==> src/rtl/mem_write_arbiter.sv <==
// Two-requester write sequencer for the latch-based word memory.
// Each write runs setup -> store pulse -> hold so latch timing stays clean.
module mem_write_arbiter #(
  parameter int DATA_W       = 8,
  parameter int ADDR_W       = 2,
  parameter int STORE_CYCLES = 2
) (
  input  logic              clk,
  input  logic              reset,
  input  logic              req0,
  input  logic [ADDR_W-1:0] addr0,
  input  logic [DATA_W-1:0] data0,
  output logic              ack0,
  input  logic              req1,
  input  logic [ADDR_W-1:0] addr1,
  input  logic [DATA_W-1:0] data1,
  output logic              ack1,
  output logic [ADDR_W-1:0] mem_addr,
  output logic [DATA_W-1:0] mem_data,
  output logic              mem_store,
  output logic              busy,
  output logic              grant_id
);

  localparam int CNT_W = $clog2(STORE_CYCLES + 1);

  typedef enum logic [2:0] {
    IDLE,
    SETUP,
    STORE,
    HOLD,
    DONE
  } state_t;

  state_t            state_q, state_d;
  logic [CNT_W-1:0]  cnt_q, cnt_d;
  logic              last_q, last_d;
  logic              gid_q, gid_d;
  logic [ADDR_W-1:0] addr_q, addr_d;
  logic [DATA_W-1:0] data_q, data_d;
  logic              store_q, store_d;
  logic              ack0_q, ack0_d;
  logic              ack1_q, ack1_d;
  logic              busy_q, busy_d;
  logic              pick;

  always_comb begin
    state_d = state_q;
    cnt_d   = cnt_q;
    last_d  = last_q;
    gid_d   = gid_q;
    addr_d  = addr_q;
    data_d  = data_q;
    pick    = 1'b0;
    unique case (state_q)
      IDLE: begin
        if (req0 || req1) begin
          // On a tie the requester not served last time wins
          pick    = (req0 && req1) ? ~last_q : req1;
          gid_d   = pick;
          addr_d  = pick ? addr1 : addr0;
          data_d  = pick ? data1 : data0;
          state_d = SETUP;
        end
      end
      SETUP: begin
        cnt_d   = CNT_W'(STORE_CYCLES - 1);
        state_d = STORE;
      end
      STORE: begin
        if (cnt_q == '0) begin
          state_d = HOLD;
        end else begin
          cnt_d = cnt_q - CNT_W'(1);
        end
      end
      HOLD: begin
        state_d = DONE;
      end
      DONE: begin
        last_d  = gid_q;
        state_d = IDLE;
      end
      default: begin
        state_d = IDLE;
      end
    endcase
    // Strobes are registered off the current state, so they lag it by one
    store_d = (state_q == STORE);
    ack0_d  = (state_q == DONE) && !gid_q;
    ack1_d  = (state_q == DONE) && gid_q;
    busy_d  = (state_d != IDLE);
  end

  always_ff @(posedge clk) begin
    if (reset) begin
      state_q <= IDLE;
      cnt_q   <= '0;
      last_q  <= 1'b1;
      gid_q   <= 1'b0;
      addr_q  <= '0;
      data_q  <= '0;
      store_q <= 1'b0;
      ack0_q  <= 1'b0;
      ack1_q  <= 1'b0;
      busy_q  <= 1'b0;
    end else begin
      state_q <= state_d;
      cnt_q   <= cnt_d;
      last_q  <= last_d;
      gid_q   <= gid_d;
      addr_q  <= addr_d;
      data_q  <= data_d;
      store_q <= store_d;
      ack0_q  <= ack0_d;
      ack1_q  <= ack1_d;
      busy_q  <= busy_d;
    end
  end

  assign mem_addr  = addr_q;
  assign mem_data  = data_q;
  assign mem_store = store_q;
  assign ack0      = ack0_q;
  assign ack1      = ack1_q;
  assign busy      = busy_q;
  assign grant_id  = gid_q;

endmodule

==> config.mk <==
export PLATFORM = sky130hd
export DESIGN_NAME = mem_write_arbiter
export DESIGN_NICKNAME = d
export VERILOG_FILES = /design/src/rtl/mem_write_arbiter.sv
export SDC_FILE = /design/constraint.sdc
export NUM_CORES = 1
export LEC_CHECK = 0
export BUFFER_PORTS_ARGS = -buffer_cell sky130_fd_sc_hd__buf_2
export CORE_MARGIN = 4
export CORE_UTILIZATION = 45
export CTS_BUF_LIST = sky130_fd_sc_hd__clkbuf_8
export DETAILED_ROUTE_END_ITERATION = 8
export GPL_TIMING_DRIVEN = 0
export PLACE_DENSITY = 0.83
export SYNTH_ARGS = -nofsm -noshare
export SYNTH_HDL_FRONTEND = slang
export SYNTH_SLANG_ARGS = --single-unit
==> constraint.sdc <==
create_clock -name clk -period 1.9 [get_ports clk]
set_input_delay 0.38 -clock clk [delete_from_list [all_inputs] [get_ports clk]]
set_output_delay 0.38 -clock clk [all_outputs]
set_load 0.05 [all_outputs]
==> results of run 1 <==
-- metal layers --
metal | share of wire [%] | GRT usage, % | wire (um)
met1 | 41 | 17.0 | 867
met2 | 50 | 30.4 | 1050
met3 | 8.4 | 2.82 | 177
met4 | 0.85 | 6.38 | 18
met5 | 0 | 0 | 0
-- stage by stage --
stage | instance area, um^2 | instances | hold slack (ns)
after CTS | 1200 | 177 | 0.363
after global placement | 1150 | 173 | 0.464
after detailed placement | 1150 | 173 | 0.469
after floorplan | 931 | 108 | 0.459
after global routing | 1200 | 177 | 0.361
final | 1200 | 177 | 0.369
-- cell usage after synthesis, drive strengths merged --
cell | number | area, um^2
clkinv | 1 | 3.75
nor3b | 1 | 7.51
a21oi | 1 | 5.00
a21boi | 1 | 7.51
a32o | 1 | 10.0
buf | 4 | 31.3
o41ai | 1 | 8.76
a211o | 1 | 8.76
ha | 1 | 12.5
a222oi | 9 | 90.1
nand2b | 4 | 25.0
dfxtp | 21 | 420
or3 | 2 | 17.5
o21ai | 1 | 5.00
o311ai | 1 | 8.76
inv | 24 | 90.1
o22ai | 1 | 6.26
nor2b | 1 | 6.26
a221oi | 2 | 17.5
clkbuf | 2 | 7.51
nor2 | 5 | 18.8
and3 | 4 | 25.0
nand3 | 1 | 5.00
nor3 | 4 | 25.0
xnor2 | 1 | 8.76
o31a | 1 | 8.76
nand2 | 11 | 41.3
o32ai | 1 | 8.76
-- cells by family after synthesis --
kind of cell               after synthesis  synth area share (%)
xor gates and xnor gates                 1                 0.941
adders and majority gates                1                  1.34
AOI/OAI and AO/OA                       21                  19.9
DFF                                     21                  45.2
and+or+nand+nor                         33                  18.4
buffers and inverters                   31                  14.2
-- area by class of cell --
type                            count  area (um^2)
Inverter                           25         93.8
Timing Repair Buffer               38          190
Clock inverter                      1         5.00
Tap cell                           27         33.8
Fill cell                         191          761
Sequential cell                    21          420
Buffer                              6         38.8
Clock buffer                        3         41.3
Multi-Input combinational cell     56          378
-- power by group --
| part | internal [mW] | switching (mW) | total [mW] | leakage (nW) |
|---|---|---|---|---|
| registers | 0.510 | 0.0309 | 0.540 | 0.173 |
| clock network | 0.146 | 0.135 | 0.280 | 0.0255 |
| logic | 0.150 | 0.333 | 0.482 | 0.423 |
| total | 0.805 | 0.498 | 1.30 | 0.621 |
-- registers in the layout (all words and copies together), names as in the netlist, 2 cells and up --
signal / count
state_q: 3
mem_addr: 2
cnt_q: 2
mem_data: 8
-- path summary, 6_finish.rpt --
| path | to | depth (start not counted) | slack, ns | start |
|---|---|---|---|---|
| worst max-delay path | mem_data[0]$_SDFFE_PP0P_ | 5 | 0.17 | state_q[2]$_SDFF_PP0_ |
| worst min-delay path | mem_data[1]$_SDFFE_PP0P_ | 3 | 0.37 | data0[1] |
| worst max register to register | mem_data[0]$_SDFFE_PP0P_ | 5 | 0.17 | state_q[2]$_SDFF_PP0_ |
| worst min register to register | mem_data[4]$_SDFFE_PP0P_ | 2 | 0.48 | mem_data[4]$_SDFFE_PP0P_ |
-- worst register-to-register path, delay by kind of cell, from the launching register on --
kind,cells,cell delay [ns]
AND/OR/NAND/NOR,2,0.76
flip-flops,1,0.31
buffers and inverters,2,0.28
AO/OA/AOI/OAI,1,0.28
==> metrics.yaml, run 1 <==
most-common-layout-cells: "buf_2 (39), inv_1 (24), dfxtp_1 (21)"
htreeDepth: 1
crit_path_max_incr_delay_ns: 0.40
slew_violations: 0
worst_slew_pin_slew_ns: 0.641
crit_buf_inv: 2
cp-end-kind: "flip-flop"
syn2layout_area_growth_pct: 29.0
setup_viol: 0
start_util_pct: 47.4
ys_ff_latch: 21
yosys_warnings: 0
die_y_um: 53.5
clock_latency_ns: 0.25
tns_ns: 0
cts_made_buffers: 3
drtPass1Iterations: 7
gr-total-overflow: 0
clk_path_buf_depth: 2
ir_drop_v: 0.000613
layout-drive-gt1-share_pct: 31.3
gp_congestion: 0.843
placementRows: 16
nNetsFinal: 176
fin_crit_ns: 1.73
drc: 0
cts.sinks: 21
cts_tree: "done"
portBuffers: 38
critPathKind: "flip-flop to flip-flop"
place_hpwl_um: 1670
min_period_over_period_pct: 91.3
powerDensity_nw_per_um2: 1080
slowest_stage: "or3_4"
cts_resized: 0
finalPower_mw: 1.30
post_cts_buffers: 0
cp_data_required_time_ns: 2.05
path_max_fanout: 10
maxCapViolations: 0
wl_um: 2110
clk_pin_slew_ns: 0.07
die_area_um2: 2860
crit_path_frequent_cell: "buf_6"
grt_max_degree: 13
dp_slack_ns: 0.183
rsz0062_at_grt: "no"
timing.fmax_ghz: 0.577
final.setup.worst_slack_ns: 0.166
netlist_area_um2: 931
via_count: 901
drtIter0Drc: 38
viasPerCell: 5.09
leakagePower_nw: 0.621
hp-class: "primary input to flip-flop"
synthCells: 108
grt_pass1_vias: 852
clock_skew_ns: 0.00241
critical_path_arrival_ns: 1.88
cts.hold.buffers_added: 0
slew_headroom_pct: 57.0
cp_cell_sequence: "buf_6 -> or3_4 -> or3_1 -> buf_6 -> a222oi_1"
start_kind: "flip-flop"
cts_root_buffer: "clkbuf_8"
grt_antenna_before_repair: 0
die_w_um: 53.5
layout_commonest_cell: "buf_2"
avgRoutedWirePerCell_um: 11.9
finalCoreUtilization_pct: 61.2
grt_usage_pct: 16.0
ys_seq_area_share_pct: 45.2
antennaDiodeCount: 0
synth_area_per_cell_um2: 8.62
status: "finished, final reports clean"
synth.distinct_cells: 32
io_pins: 39
antenna_left: 0
final-hold-violation-count: 0
core_um2: 1960
grt_pass1_wl_um: 3420
path_delay_family: "simple AND/OR/NAND/NOR gates"
syn_nets: 133
Power figures use the tool's default switching activity.
==> inputs of run 2 (changes only) <==
--- a/config.mk
+++ b/config.mk
@@ -6,6 +6,7 @@
 export NUM_CORES = 1
 export LEC_CHECK = 0
 export BUFFER_PORTS_ARGS = -buffer_cell sky130_fd_sc_hd__buf_2
+export CORE_ASPECT_RATIO = 0.8
 export CORE_MARGIN = 4
 export CORE_UTILIZATION = 45
 export CTS_BUF_LIST = sky130_fd_sc_hd__clkbuf_8
@@ -15,3 +16,4 @@
 export SYNTH_ARGS = -nofsm -noshare
 export SYNTH_HDL_FRONTEND = slang
 export SYNTH_SLANG_ARGS = --single-unit
+export TNS_END_PERCENT = 1
==> metrics.yaml, run 2 (synthesized netlist as in run 1, its figures left out) <==
status: "finished, final reports clean"
grt_usage_pct: 16.5
finalCoreUtilization_pct: 62.1
avgRoutedWirePerCell_um: 12.7
hold_depth: 3
cts_made_buffers: 3
drtPass1Iterations: 5
leakagePower_nw: 0.623
cp_data_required_time_ns: 2.06
largest_register_ff_count: 8
wl_met1_um: 924
die_area_um2: 2860
htreeDepth: 1
setup_viol: 0
cts.sinks: 21
clk_pin_slew_ns: 0.07
cts_root_buffer: "clkbuf_8"
grt_max_degree: 12
path_max_fanout: 10
placementRows: 14
placed_cells: 170
layout-drive-gt1-share_pct: 30.7
clock_latency_ns: 0.26
powerDensity_nw_per_um2: 1100
die_y_um: 48.7
timing.fmax_ghz: 0.576
cts.hold.buffers_added: 0
portBuffers: 38
rr_startpoint: "state_q[2]$_SDFF_PP0_"
clock_skew_ns: 0.000864
nNetsFinal: 176
grt_pass1_vias: 903
ir_drop_v: 0.000661
critical_path_arrival_ns: 1.89
grt_antenna_before_repair: 0
core_um2: 1930
rr_worst_depth: 5
gr-total-overflow: 0
most-common-layout-cells: "buf_2 (39), inv_1 (25), dfxtp_1 (21)"
start_util_pct: 48.3
rrSetupSlack_ns: 0.16
cts_resized: 0
r2r_end: "mem_data[6]$_SDFFE_PP0P_"
worst_slew_pin_slew_ns: 0.635
critPathKind: "flip-flop to flip-flop"
io_pins: 39
top_layer_used: "met4"
wl_um: 2220
antennaDiodeCount: 0
dr_wl_met3_um: 140
die_w_um: 58.9
dr_wl_met2_um: 1130
stdcell_area_um2: 1200
slew_violations: 0
maxCapViolations: 0
drc: 0
layout_commonest_cell: "buf_2"
timing.hold.ws_ns: 0.354
cts_tree: "done"
rsz0062_at_grt: "no"
hp-class: "primary input to flip-flop"
grt_pass1_wl_um: 3720
hold_end: "mem_data[4]$_SDFFE_PP0P_"
antenna_left: 0
placedInstanceArea_um2: 1150
fin_cells: 174
drtIter0Drc: 52
start_kind: "flip-flop"
tns_ns: 0
post_cts_buffers: 0
syn2layout_area_growth_pct: 28.5
via_count: 898
place_hpwl_um: 1690
final-hold-violation-count: 0
clk_path_buf_depth: 2
viasPerCell: 5.16
min_period_over_period_pct: 91.4
worstHoldStart: "data0[4]"
cp-end-kind: "flip-flop"
fin_crit_ns: 1.74
gp_congestion: 0.741
slew_headroom_pct: 57.4
[run 2: changes by cell type in the layout (fill, tap and decap cells not counted), sizes merged]
cell,delta
clkinv,-1
inv,+1
[run 2: worst max-delay path, cell delays in order, from the launching register on]
cell	delay, ns
dfxtp_1	0.31
buf_6	0.13
or3_4	0.39
or3_1	0.37
buf_6	0.15
a222oi_1	0.28
[run 2: per-stage QoR]
stage	setup slack, ns	total power, mW
floorplan	0.274	0.917
global placement	0.215	1.02
detailed placement	0.184	1.04
CTS	0.169	1.32
global route	0.0741	1.38
finish	0.163	1.31
[run 2: metal layers]
metal | GRT usage [%] | vias to the layer above
li1 | - | 456
met1 | 19.0 | 410
met2 | 28.5 | 27
met3 | 5.32 | 5
met4 | 5.28 | 0
met5 | 0 | -
[run 2: how the worst max path moves through the flow]
stage,start,to,slack [ns],cells past startpoint
2_1_floorplan,state_q[2]$_SDFF_PP0_,mem_addr[0]$_SDFFE_PP0P_,0.27,5
3_3_place_gp,state_q[2]$_SDFF_PP0_,mem_data[6]$_SDFFE_PP0P_,0.22,5
3_5_place_dp,state_q[2]$_SDFF_PP0_,mem_data[3]$_SDFFE_PP0P_,0.18,5
4_1_cts,state_q[2]$_SDFF_PP0_,mem_data[6]$_SDFFE_PP0P_,0.17,5
5_1_grt,state_q[2]$_SDFF_PP0_,mem_data[6]$_SDFFE_PP0P_,0.07,5
6_report,state_q[2]$_SDFF_PP0_,mem_data[6]$_SDFFE_PP0P_,0.16,5
[run 2: area by class of cell]
| class | instances | area (um^2) |
|---|---|---|
| repair buffers | 38 | 190 |
| plain buffers | 6 | 38.8 |
| multi-input cells | 56 | 378 |
| flip-flops and latches | 21 | 420 |
| well taps | 24 | 30.0 |
| fillers | 186 | 731 |
| inverters | 25 | 93.8 |
| clock buffers | 3 | 41.3 |
| clock inverters | 1 | 3.75 |
[run 2: power by group]
part           switching, mW  internal, mW  total, mW  leakage (nW)
logic                  0.333         0.150      0.483         0.423
registers             0.0347         0.510      0.544         0.173
clock network          0.140         0.144      0.284        0.0269
total                  0.508         0.803       1.31         0.623
==> inputs of run 3 (changes only) <==
--- a/config.mk
+++ b/config.mk
@@ -8,11 +8,11 @@
 export BUFFER_PORTS_ARGS = -buffer_cell sky130_fd_sc_hd__buf_2
 export CORE_ASPECT_RATIO = 0.8
 export CORE_MARGIN = 4
-export CORE_UTILIZATION = 45
+export CORE_UTILIZATION = 48
 export CTS_BUF_LIST = sky130_fd_sc_hd__clkbuf_8
 export DETAILED_ROUTE_END_ITERATION = 8
 export GPL_TIMING_DRIVEN = 0
-export PLACE_DENSITY = 0.83
+export PLACE_DENSITY = 0.87
 export SYNTH_ARGS = -nofsm -noshare
 export SYNTH_HDL_FRONTEND = slang
 export SYNTH_SLANG_ARGS = --single-unit
==> metrics.yaml, run 3 (synthesized netlist as in run 1, its figures left out) <==
pwr-share-seq_pct: 40.8
place_hpwl_um: 1730
path_depth: 5
ir_drop_v: 0.00114
dp_slack_ns: 0.161
post_cts_buffers: 0
cts_made_buffers: 3
p_sw_mw: 0.524
most-common-layout-cells: "buf_2 (39), inv_1 (24), dfxtp_1 (21)"
r2r_end: "mem_addr[0]$_SDFFE_PP0P_"
cts_tree: "done"
sw_frac_of_total_pct: 39.4
path_delay_family: "simple AND/OR/NAND/NOR gates"
portBuffers: 38
p_comb_share_pct: 36.6
drtIter0Drc: 43
cp-end-kind: "flip-flop"
start_kind: "flip-flop"
finalPower_mw: 1.33
gr-total-overflow: 0
path_max_fanout: 10
placed_cells: 168
slew_headroom_pct: 57.6
antenna_left: 0
layout_commonest_cell: "buf_2"
avgRoutedWirePerCell_um: 13.4
grt_pass1_wl_um: 3550
tns_ns: 0
rr_startpoint: "state_q[2]$_SDFF_PP0_"
crit_path_max_incr_delay_ns: 0.40
cp_cell_sequence: "buf_6 -> or3_4 -> or3_1 -> buf_6 -> a222oi_1"
crit_path_frequent_cell: "buf_6"
fin_crit_ns: 1.75
final-hold-violation-count: 0
syn2layout_area_growth_pct: 28.4
cts.sinks: 21
clock_latency_ns: 0.26
clock_skew_ns: 0.00185
cts.hold.buffers_added: 0
die_y_um: 47.4
gp_congestion: 0.777
start_util_pct: 54.0
clk_path_buf_depth: 2
core_um2: 1720
status: "finished, final reports clean"
p_clk_share_pct: 22.6
wl_um: 2300
cts_resized: 0
grt_usage_pct: 16.8
die_w_um: 57.2
cts_root_buffer: "clkbuf_8"
powerDensity_nw_per_um2: 1110
drtPass1Iterations: 5
cp-startpoint: "state_q[2]$_SDFF_PP0_"
maxCapViolations: 0
slowest_stage: "or3_4"
viasPerCell: 5.37
largest_register_ff_count: 8
timing.fmax_ghz: 0.570
io_pins: 39
hold_depth: 3
grt_max_degree: 13
cp_data_required_time_ns: 2.06
slew_violations: 0
clk_pin_slew_ns: 0.08
placementRows: 13
critical_path_arrival_ns: 1.91
p_int_mw: 0.805
grt_antenna_before_repair: 0
critPathKind: "flip-flop to flip-flop"
setup_viol: 0
worst_slew_pin_slew_ns: 0.632
drc: 0
rsz0062_at_grt: "no"
rr_worst_depth: 5
grt_pass1_vias: 870
antennaDiodeCount: 0
leakagePower_nw: 0.621
timing.hold.ws_ns: 0.353
layout-drive-gt1-share_pct: 31.3
htreeDepth: 1
fin_cells: 172
via_count: 924
crit_buf_inv: 2
die_area_um2: 2710
hp-class: "primary input to flip-flop"
nNetsFinal: 176
rrSetupSlack_ns: 0.15
final.setup.worst_slack_ns: 0.145
min_period_over_period_pct: 92.4
timing.critical_path.to: "mem_addr[0]$_SDFFE_PP0P_"
==> run 3: cell types whose count changed in the layout (fill, tap and decap cells not counted) <==
cell	previous run	this run
clkinv_2	0	1
inv_1	25	24
==> run 3: worst min path at each step <==
stage | from | endpoint | slack [ns]
2_1_floorplan | last_q$_SDFFE_PP1N_ | last_q$_SDFFE_PP1N_ | 0.46
3_3_place_gp | mem_data[0]$_SDFFE_PP0P_ | mem_data[0]$_SDFFE_PP0P_ | 0.46
3_5_place_dp | mem_data[2]$_SDFFE_PP0P_ | mem_data[2]$_SDFFE_PP0P_ | 0.48
4_1_cts | data0[5] | mem_data[5]$_SDFFE_PP0P_ | 0.36
5_1_grt | data0[5] | mem_data[5]$_SDFFE_PP0P_ | 0.35
6_report | data0[5] | mem_data[5]$_SDFFE_PP0P_ | 0.35
==> run 3: worst min-delay path: stages <==
cell and delay, ns:
buf_2 0.09, inv_1 0.04, a222oi_1 0.05
==> run 3: final cells by class <==
type	instances	area, um^2
fillers	163	529
well taps	22	27.5
inverters	25	93.8
multi-input cells	56	378
clock inverters	1	5.00
plain buffers	6	38.8
flip-flops and latches	21	420
repair buffers	38	190
clock buffers	3	41.3
==> run 3: metal layers <==
layer	part of all wire (%)	track usage (%)	vias to the layer above	wire length [um]
li1	-	-	459	-
met1	43	18.1	426	982
met2	49	32.8	35	1140
met3	6.7	4.67	4	154
met4	1.2	5.09	0	28
met5	0	0	-	0
==> run 3: power groups by stage <==
stage                     registers [mW]  clock network, mW  logic [mW]
final                              0.543              0.300       0.486
after global placement             0.548                  0       0.474
after floorplan                    0.738                  0       0.179
after global routing               0.550              0.316       0.516
after detailed placement           0.551                  0       0.487
after CTS                          0.543              0.299       0.487
==> run 3: through the flow <==
step / cell area, um^2 / utilization, %
global placement: 1150 / 66.6
global route: 1190 / 69.3
CTS: 1190 / 69.3
finish: 1190 / 69.3
detailed placement: 1150 / 66.6
floorplan: 931 / -
